[src/rtl/toy_pack.sv]
// Shared icache types: request payload, MSHR index width and
// request arbiter constants (mode selectors, channel numbering).
package toy_pack;

  localparam int MSHR_ENTRY_INDEX_WIDTH = 4;

  localparam int ARB_MODE_RR    = 0;
  localparam int ARB_MODE_FIXED = 1;

  localparam int ICACHE_ARB_CH_NUM = 3;

  typedef enum logic [1:0] {
    ARB_CH_UPSTREAM = 2'd0,
    ARB_CH_SNOOP    = 2'd1,
    ARB_CH_PREFETCH = 2'd2
  } arb_ch_e;

  typedef struct packed {
    logic [31:0] pc;
    logic [3:0]  tid;
  } pc_req_t;

endpackage

[src/rtl/icache_rr_picker.sv]
// Combinational rotating picker: first request at or after ptr,
// or the lowest request index when fixed is set.
module icache_rr_picker #(
  parameter  int CH_NUM = 3,
  localparam int SRC_W  = $clog2(CH_NUM)
) (
  input  logic [CH_NUM-1:0] req,
  input  logic [SRC_W-1:0]  ptr,
  input  logic              fixed,
  output logic [CH_NUM-1:0] gnt,
  output logic [SRC_W-1:0]  idx
);

  int               c;
  logic [SRC_W-1:0] ci;

  // scan from the far end so the nearest request is written last
  always_comb begin
    gnt = '0;
    idx = '0;
    c   = 0;
    ci  = '0;
    for (int k = CH_NUM - 1; k >= 0; k--) begin
      c = (fixed ? 0 : int'(ptr)) + k;
      if (c >= CH_NUM) c = c - CH_NUM;
      ci = SRC_W'(c);
      if (req[ci]) begin
        gnt     = '0;
        gnt[ci] = 1'b1;
        idx     = ci;
      end
    end
  end

endmodule

[src/rtl/icache_mc_req_arbiter.sv]
// N-channel icache request arbiter with MSHR allocation and a registered
// tag request. Optional starvation guard: ICACHE_ARB_STARVE_GUARD_EN.
module icache_mc_req_arbiter
  import toy_pack::*;
#(
  parameter  int CH_NUM       = 3,
  parameter  int PRIO_MODE    = 0,
  parameter  int STARVE_LIMIT = 15,
  parameter  int IDX_W        = MSHR_ENTRY_INDEX_WIDTH,
  localparam int SRC_W        = $clog2(CH_NUM)
) (
  input  logic                       clk,
  input  logic                       rst_n,
  input  logic [CH_NUM-1:0]          ch_req_vld,
  output logic [CH_NUM-1:0]          ch_req_rdy,
  input  pc_req_t [CH_NUM-1:0]       ch_req_pld,
  input  logic                       arb_hold,
  output logic                       alloc_vld,
  input  logic                       alloc_rdy,
  input  logic [IDX_W-1:0]           alloc_index,
  output logic                       tag_req_vld,
  input  logic                       tag_req_rdy,
  output pc_req_t                    tag_req_pld,
  output logic [IDX_W-1:0]           tag_req_index,
  output logic [SRC_W-1:0]           tag_req_src
);

  logic              slot_free;
  logic              fire;
  logic [CH_NUM-1:0] pick_req;
  logic              pick_fixed;
  logic [CH_NUM-1:0] gnt;
  logic [SRC_W-1:0]  gidx;
  logic [SRC_W-1:0]  ptr;

  assign slot_free  = !tag_req_vld || tag_req_rdy;
  assign alloc_vld  = rst_n && (|ch_req_vld) && slot_free && !arb_hold;
  assign fire       = alloc_vld && alloc_rdy;
  assign ch_req_rdy = fire ? gnt : '0;

`ifdef ICACHE_ARB_STARVE_GUARD_EN
  localparam int CNT_W = $clog2(STARVE_LIMIT + 1);

  logic [CNT_W-1:0]  cnt [CH_NUM];
  logic [CH_NUM-1:0] starved;

  always_comb begin
    starved = '0;
    for (int i = 0; i < CH_NUM; i++)
      starved[i] = ch_req_vld[i] &&
                   (cnt[i] == CNT_W'(STARVE_LIMIT));
  end

  // starved channels bypass the pointer: lowest starved index wins
  assign pick_req   = (|starved) ? starved : ch_req_vld;
  assign pick_fixed = (|starved) || (PRIO_MODE == ARB_MODE_FIXED);

  always_ff @(posedge clk or negedge rst_n) begin
    if (!rst_n) begin
      for (int i = 0; i < CH_NUM; i++) cnt[i] <= '0;
    end else begin
      for (int i = 0; i < CH_NUM; i++) begin
        if (!ch_req_vld[i] || ch_req_rdy[i])
          cnt[i] <= '0;
        else if (cnt[i] != CNT_W'(STARVE_LIMIT))
          cnt[i] <= cnt[i] + CNT_W'(1);
      end
    end
  end
`else
  assign pick_req   = ch_req_vld;
  assign pick_fixed = (PRIO_MODE == ARB_MODE_FIXED);
`endif

  icache_rr_picker #(
    .CH_NUM (CH_NUM)
  ) u_picker (
    .req   (pick_req),
    .ptr   (ptr),
    .fixed (pick_fixed),
    .gnt   (gnt),
    .idx   (gidx)
  );

  if (PRIO_MODE == ARB_MODE_RR) begin : g_rr
    always_ff @(posedge clk or negedge rst_n) begin
      if (!rst_n)
        ptr <= '0;
      else if (fire)
        ptr <= (gidx == SRC_W'(CH_NUM - 1)) ?
               '0 : gidx + SRC_W'(1);
    end
  end else begin : g_fixed
    assign ptr = '0;
  end

  always_ff @(posedge clk or negedge rst_n) begin
    if (!rst_n) begin
      tag_req_vld   <= 1'b0;
      tag_req_pld   <= '0;
      tag_req_index <= '0;
      tag_req_src   <= '0;
    end else if (fire) begin
      tag_req_vld   <= 1'b1;
      tag_req_pld   <= ch_req_pld[gidx];
      tag_req_index <= alloc_index;
      tag_req_src   <= gidx;
    end else if (tag_req_rdy) begin
      tag_req_vld   <= 1'b0;
    end
  end

endmodule

[config.mk]
export PLATFORM = sky130hd
export DESIGN_NAME = icache_mc_req_arbiter
export DESIGN_NICKNAME = d
export VERILOG_FILES = /design/src/rtl/toy_pack.sv /design/src/rtl/icache_rr_picker.sv /design/src/rtl/icache_mc_req_arbiter.sv
export SDC_FILE = /design/constraint.sdc
export NUM_CORES = 1
export LEC_CHECK = 0
export CORE_MARGIN = 2
export CORE_UTILIZATION = 34
export DETAILED_ROUTE_END_ITERATION = 6
export PLACE_DENSITY_LB_ADDON = 0.08
export SYNTH_ARGS = -nofsm -noshare
export SYNTH_HDL_FRONTEND = slang
export SYNTH_SLANG_ARGS = --single-unit
[constraint.sdc]
create_clock -name clk -period 2.2 [get_ports clk]
set_input_delay 0.33 -clock clk [delete_from_list [all_inputs] [get_ports clk]]
set_output_delay 0.33 -clock clk [all_outputs]
set_load 0.02 [all_outputs]
==> results.ini, run 1 <==
[run_status]
outcome = finished with violations
violations = setup timing

[placement]
place_ws_ps = -433
dpl.cell_count = 564
place.gp.congestion = 0.796
dpl.hpwl_um = 6910
port_buffers = 166
place_area_um2 = 4750

[timing]
report.final.slew_viol_count = 0
finalCritPeriodShare = 1.02
post-route-min-period_ps = 2240
slew_headroom = 0.596
fin_worst_skew_ps = 6.99
max_freq_ghz = 0.447
hold_viol_final = 0
hold_slack_ps = 135
tightestPinTransition_ps = 606
rsz0062_at_grt = true
setup_ws_ps = -38.5
setup_viol = 11

[final_layout]
n_fill_cell = 703
final_cell_mix = clkdlybuf4s50_1 (161), nand2_1 (55), dfrtp_1 (45)
syn2layout_area_growth_pct = 80.0
fin_area_um2 = 5080
final_common_cell = clkdlybuf4s50_1
final_cells = 579
fin_nets = 596
drive_gt1_frac = 0.213
n_antenna_cell = 0

[synth]
synthCells = 287
synth-seq-cells = 45
yosysWarnings = 0
avgSynthCellArea_um2 = 9.84
netlist.top_cell.by_area = dfrtp_1
synthesis.area_um2 = 2820
ys.flop_type = dfrtp_1
netlist.area_leader.share = 0.399
synthTopCellsByArea = dfrtp_1 (40%), mux2i_1 (13%), o211ai_2 (13%)
synth-xor-area-share = 0
synthSimpleGateAreaFrac = 0.177
yosysUniqueCellTypes = 36
synth_compound_area_frac = 0.208
muxShareOfSynthArea = 0.135
synth_seq_area_share = 0.399
synth_edf_count = 0
syn_nets = 410
async_flop_share = 1.00
synth_top_family_by_area = compound AO/OA/AOI/OAI gates
synth_adder_area_share = 0.0133

[setup_path]
ff2ff_setup_slack_ps = -40
worstPathArrival_ps = 2450
worst_setup_path_end_kind = flip-flop
crit_slowest_cell = dfrtp_1
path_class = reg -> reg
cp_cell_sequence = inv_1 > ha_2 > buf_4 > o211ai_1 > o21ai_2 > o2bb2ai_4 > buf_4 > or2_4 > buf_12 > o211ai_1
cp-start-kind = flip-flop
r2r_cells = 10
slowest_delay_ps = 420
cp_max_fo = 11
crit_required_ps = 2410

[clock_tree]
tritoncts = yes
clockBufferDepth = 2
htreeDepth = 2
root_buffer = clkbuf_8
clk_latency_ps = 300
clkTransAtPathRegs_ps = 100
numCtsBuffers = 5
cts_hold_buf = 0
clock-sinks = 45

[drt]
drc = 0
viasPerCell = 5.05
drt_iter0_markers = 55
drtAntennaViolNets = 0
wl_um = 9540
avgRoutedWirePerCell_um = 16.5
vias = 2924
dr.pass1.iters = 4

[grt]
grt_usage = 0.208
grt_pass1_vias = 2881
gr-total-overflow = 0
antenna_found_initial = 0
grt_pass1_wl_um = 14600
grt_max_degree = 46

[run]
maxCapViolations = 0

[die]
rows = 33
die-area_um2 = 9050
io_pins = 167
core_um2 = 8130
start_util = 0.347
die-height_um = 95.1
chipWidth_um = 95.1

[hold_path]
hp-class = in -> async

[power_and_ir_drop]
leakage_nw = 2.32
p_per_area_nw_per_um2 = 1150
p_total_mw = 5.82
vdd_ir_drop_max_uv = 488

==> repair_timing <==
item,CTS,global route
gates cloned,3,0
endpoints found under the setup margin,39,43
hold endpoints to repair,0,0
buffers inserted,4,0
resized for setup,26,13
pin swaps,7,6
==> area by class of cell <==
class | instances | area, µm² | area share
multi-input combinational | 211 | 1600 | 0.315
clock inverter | 3 | 68.8 | 0.0135
clock buffer | 5 | 68.8 | 0.0135
inverter | 5 | 18.8 | 0.00369
timing repair buffer | 205 | 2060 | 0.406
sequential | 45 | 1130 | 0.222
tap | 105 | 131 | 0.0259
==> sequential cells by signal, summed over array words and instances, names as in the netlist <==
| signal | count |
|---|---|
| tag_req_index | 4 |
| ptr | 2 |
| tag_req_src | 2 |
| tag_req_vld | 1 |
| tag_req_pld | 36 |
==> critical path: cells and delay by family, from the launching register on <==
kind                     cells  cell delay (ps)
AO/OA/AOI/OAI                4              660
buffers and inverters        4              550
flip-flops                   1              420
adder cells (fa/ha/maj)      1              210
AND/OR/NAND/NOR              1              320
==> final timing paths <==
check / startpoint / endpoint
worst max-delay path: ptr[1]$_DFFE_PN0P_ / tag_req_pld[8]$_DFFE_PN0P_
worst min-delay path: rst_n / tag_req_index[0]$_DFFE_PN0P_
worst max register to register: ptr[1]$_DFFE_PN0P_ / tag_req_pld[8]$_DFFE_PN0P_
worst min register to register: tag_req_index[1]$_DFFE_PN0P_ / tag_req_index[1]$_DFFE_PN0P_
max in group asynchronous: rst_n / tag_req_pld[5]$_DFFE_PN0P_
min in group clk: tag_req_index[1]$_DFFE_PN0P_ / tag_req_index[1]$_DFFE_PN0P_
==> through the flow <==
step | setup TNS [ps] | utilization
floorplan | 0 | -
global placement | -11750 | 0.584
detailed placement | -13050 | 0.584
CTS | -1420 | 0.618
global route | -3900 | 0.625
finish | -263 | 0.625
==> synthesized netlist by cell type (3+ instances only) <==
master	instances
o211ai_1	9
ha_1	3
o21ai_0	5
dfrtp_1	45
o211ai_2	29
nand3_1	36
mux2i_1	37
buf_6	7
buf_4	3
nand2_1	56
clkbuf_1	6
inv_1	4
nor2b_1	3
a21oi_1	6
nand2b_1	3
o21ai_1	4
buf_2	9
==> metal layers <==
| metal | vias up | global-route usage | routed length, µm | share of wire |
|---|---|---|---|---|
| li1 | 1400 | - | - | - |
| met1 | 1408 | 0.245 | 3740 | 0.39 |
| met2 | 109 | 0.383 | 4960 | 0.52 |
| met3 | 7 | 0.0506 | 765 | 0.080 |
| met4 | 0 | 0.0399 | 68 | 0.0071 |
| met5 | - | 0 | 0 | 0 |
==> cell families (layout without fill, tap and decap cells) <==
group	Yosys count	count (layout)
buffers and inverters	31	218
AO/OA/AOI/OAI	63	63
adder cells (fa/ha/maj)	3	3
AND/OR/NAND/NOR	107	107
multiplexers	38	38
flip-flops	45	45
==> report_power, final <==
part           total, mW  leakage [nW]  internal (mW)  switching [mW]
Combinational       3.64          1.69           1.85            1.79
Clock              0.774        0.0687          0.458           0.317
Sequential          1.41         0.561           1.20           0.208
Power figures use the tool's default switching activity.
==> run 2, diff against run 1 <==
--- a/config.mk
+++ b/config.mk
@@ -8,7 +8,7 @@
 export CORE_MARGIN = 2
 export CORE_UTILIZATION = 34
 export DETAILED_ROUTE_END_ITERATION = 6
-export PLACE_DENSITY_LB_ADDON = 0.08
+export PLACE_DENSITY = 0.77
 export SYNTH_ARGS = -nofsm -noshare
 export SYNTH_HDL_FRONTEND = slang
 export SYNTH_SLANG_ARGS = --single-unit
==> run 2 against run 1 <==
The run still ends with setup timing left; via count decreased by 0.65%; power decreased by 3.0%; setup slack got worse by 15 ps; maximum frequency decreased by 0.68%; worst hold slack improved by 23 ps; register-to-register slack improved by 20 ps; sequential share of layout area increased by 0.21 points; first-iteration DRC count increased by 64%; utilization decreased by 0.51 points; clock skew about the same; global-route usage decreased by 0.45 points; critical path depth decreased by 2; critical path type is now reg -> out.
==> results.ini, run 2 (synthesized netlist as in run 1, its figures left out) <==
[grt]
grt_usage = 0.203  ; -0.00448
grt_most_used_layer = met2
grt_pass1_vias = 2985  ; +3.6%
gr-total-overflow = 0  ; unchanged
grt_max_degree = 46  ; unchanged
met3_usage = 0.0569  ; +0.00632
met1_usage = 0.233  ; -0.0118
grt_pass1_wl_um = 14400  ; -1.3%
grtUsageMet2 = 0.375  ; -0.00822
antenna_found_initial = 0  ; unchanged

[final_layout]
top_register = tag_req_pld
n_fill_cell = 682  ; -3.0%
drive_gt1_frac = 0.214  ; +0.00136
final_common_cell = clkdlybuf4s50_1
final_cells = 576  ; -0.52%
multi_input_area_um2 = 1610  ; +0.39%
finish.utilization = 0.620  ; -0.00508
n_antenna_cell = 0  ; unchanged
fin_area_um2 = 5040  ; -0.81%
regArea_um2 = 1130  ; +0.11%
largestRegisters = tag_req_pld (36), tag_req_index (4)
final_cell_mix = clkdlybuf4s50_1 (159), nand2_1 (55), dfrtp_1 (44)
fin_nets = 594  ; -0.34%
largest_reg_flops = 36  ; unchanged
syn2layout_area_growth_pct = 78.5

[timing]
tightestPinTransition_ps = 594  ; -12.0 ps
finalCritPeriodShare = 1.02  ; +0.00697
slew_headroom = 0.604  ; +0.00802
rsz0062_at_grt = true
post-route-min-period_ps = 2250  ; +15.3 ps
setup_viol = 23  ; +12
max_freq_ghz = 0.444  ; -0.68%
finalSetupTns_ps = -300  ; -37.7 ps
hold_viol_final = 0  ; unchanged
setup_ws_ps = -53.8  ; -15.3 ps
fin_worst_skew_ps = 6.56  ; -0.428 ps
report.final.slew_viol_count = 0  ; unchanged

[setup_path]
r2r_cells = 9  ; -1
worstPathArrival_ps = 1920  ; -530 ps
crit_required_ps = 1870  ; -540 ps
r2r-start = ptr[1]$_DFFE_PN0P_
ff2ff_setup_slack_ps = -20  ; +20 ps
r2r-end = tag_req_pld[21]$_DFFE_PN0P_
cp_max_fo = 5  ; -6
cp-start-kind = flip-flop
worst_setup_path_end_kind = output pin
path_class = reg -> out

[run_status]
outcome = finished with violations
violations = setup timing

[placement]
port_buffers = 166  ; unchanged
place_area_um2 = 4720  ; -0.47%
dpl.hpwl_um = 7100  ; +2.8%
dpl.cell_count = 564  ; unchanged
place.gp.congestion = 0.815  ; +2.5%

[clock_tree]
tritoncts = yes
clk_latency_ps = 290  ; about the same
clockBufferDepth = 2  ; unchanged
cts_hold_buf = 0  ; unchanged
root_buffer = clkbuf_8
numCtsBuffers = 5  ; unchanged
clkTransAtPathRegs_ps = 80  ; -20 ps
clock-sinks = 45  ; unchanged
htreeDepth = 2  ; unchanged

[power_and_ir_drop]
clkPwrFrac = 0.107  ; -0.026
p_total_mw = 5.65  ; -3.0%
p_per_area_nw_per_um2 = 1120  ; -2.2%
p_comb_frac = 0.642  ; +0.017
leakage_nw = 2.29  ; -1.2%
vdd_ir_drop_max_uv = 607  ; +24%
switching_share = 0.404  ; +0.00661
p_sw_mw = 2.28  ; -1.4%
p_seq_frac = 0.251  ; +0.009
internal_power_mw = 3.36  ; -4.0%

[die]
io_pins = 167  ; unchanged
die-height_um = 95.1  ; unchanged
start_util = 0.347  ; unchanged
rows = 33  ; unchanged
core_um2 = 8130  ; unchanged
die-area_um2 = 9050  ; unchanged
chipWidth_um = 95.1  ; unchanged

[drt]
drt_iter0_markers = 90  ; +64%
vias = 2905  ; -0.65%
drtAntennaViolNets = 0  ; unchanged
wl_um = 9620  ; +0.90%
drc = 0  ; unchanged
avgRoutedWirePerCell_um = 16.7  ; +1.4%
dr.pass1.iters = 4  ; unchanged
viasPerCell = 5.04  ; -0.13%

[run]
maxCapViolations = 0  ; unchanged

[hold_path]
hp-class = in -> async

[run 2: changes by cell type in the layout (fill, tap and decap cells not counted), moves of 2 or more]
cell / delta
buf_16: -3
buf_4: -5
clkbuf_16: +3
clkdlybuf4s50_1: -2
dlygate4sd2_1: +3
o21ai_1: -2
o21ai_2: +2
[run 2: worst max path at each step]
stage                       startpoint             to  slack [ps]  cells past startpoint
finish              ptr[1]$_DFFE_PN0P_  ch_req_rdy[1]         -50                      8
global route        ptr[1]$_DFFE_PN0P_  ch_req_rdy[2]        -140                      7
CTS                 ptr[1]$_DFFE_PN0P_  ch_req_rdy[2]         -80                      7
detailed placement       ch_req_vld[2]  ch_req_rdy[0]        -460                      8
global placement         ch_req_vld[2]  ch_req_rdy[0]        -420                      8
floorplan           ptr[0]$_DFFE_PN0P_  ch_req_rdy[1]          50                     10
[run 2: power groups by stage]
| stage | logic, mW | registers (mW) | clock network (mW) |
|---|---|---|---|
| after global placement | 3.36 | 1.40 | 0 |
| after CTS | 3.54 | 1.41 | 0.621 |
| final | 3.63 | 1.42 | 0.604 |
| after detailed placement | 3.41 | 1.42 | 0 |
| after global routing | 3.88 | 1.47 | 0.664 |
| after floorplan | 1.43 | 1.86 | 0 |
[run 2: cell type report]
| cell class | count | share of cell area |
|---|---|---|
| repair buffers | 203 | 0.407 |
| clock inverters | 2 | 0.00695 |
| multi-input cells | 211 | 0.319 |
| well taps | 105 | 0.0261 |
| clock buffers | 5 | 0.0137 |
| inverters | 5 | 0.00372 |
| flip-flops and latches | 45 | 0.224 |
[run 2: critical path: stages, from the launching register on]
cell	delay, ps
dfrtp_2	450
ha_4	270
buf_6	130
nand2b_1	80
a21oi_2	60
o21ai_2	150
a21boi_4	260
nor2_1	80
buf_4	160
[run 2: through the flow]
stage	hold WS [ps]	worst slack (ps)
4_1_cts	183	-82.9
6_report	159	-53.8
5_1_grt	202	-144
3_3_place_gp	466	-422
3_5_place_dp	470	-455
2_1_floorplan	34.4	49.4
[run 2: metal layers]
layer	up-vias	routed length, µm
li1	1400	-
met1	1384	3700
met2	117	5050
met3	4	812
met4	0	61
met5	-	0
[run 2: what timing repair did]
action                     CTS  global route
pin swaps                    8            21
setup endpoints to repair   43            41
gates resized for setup     42            13
cloned                       0             3
setup buffers                2             0
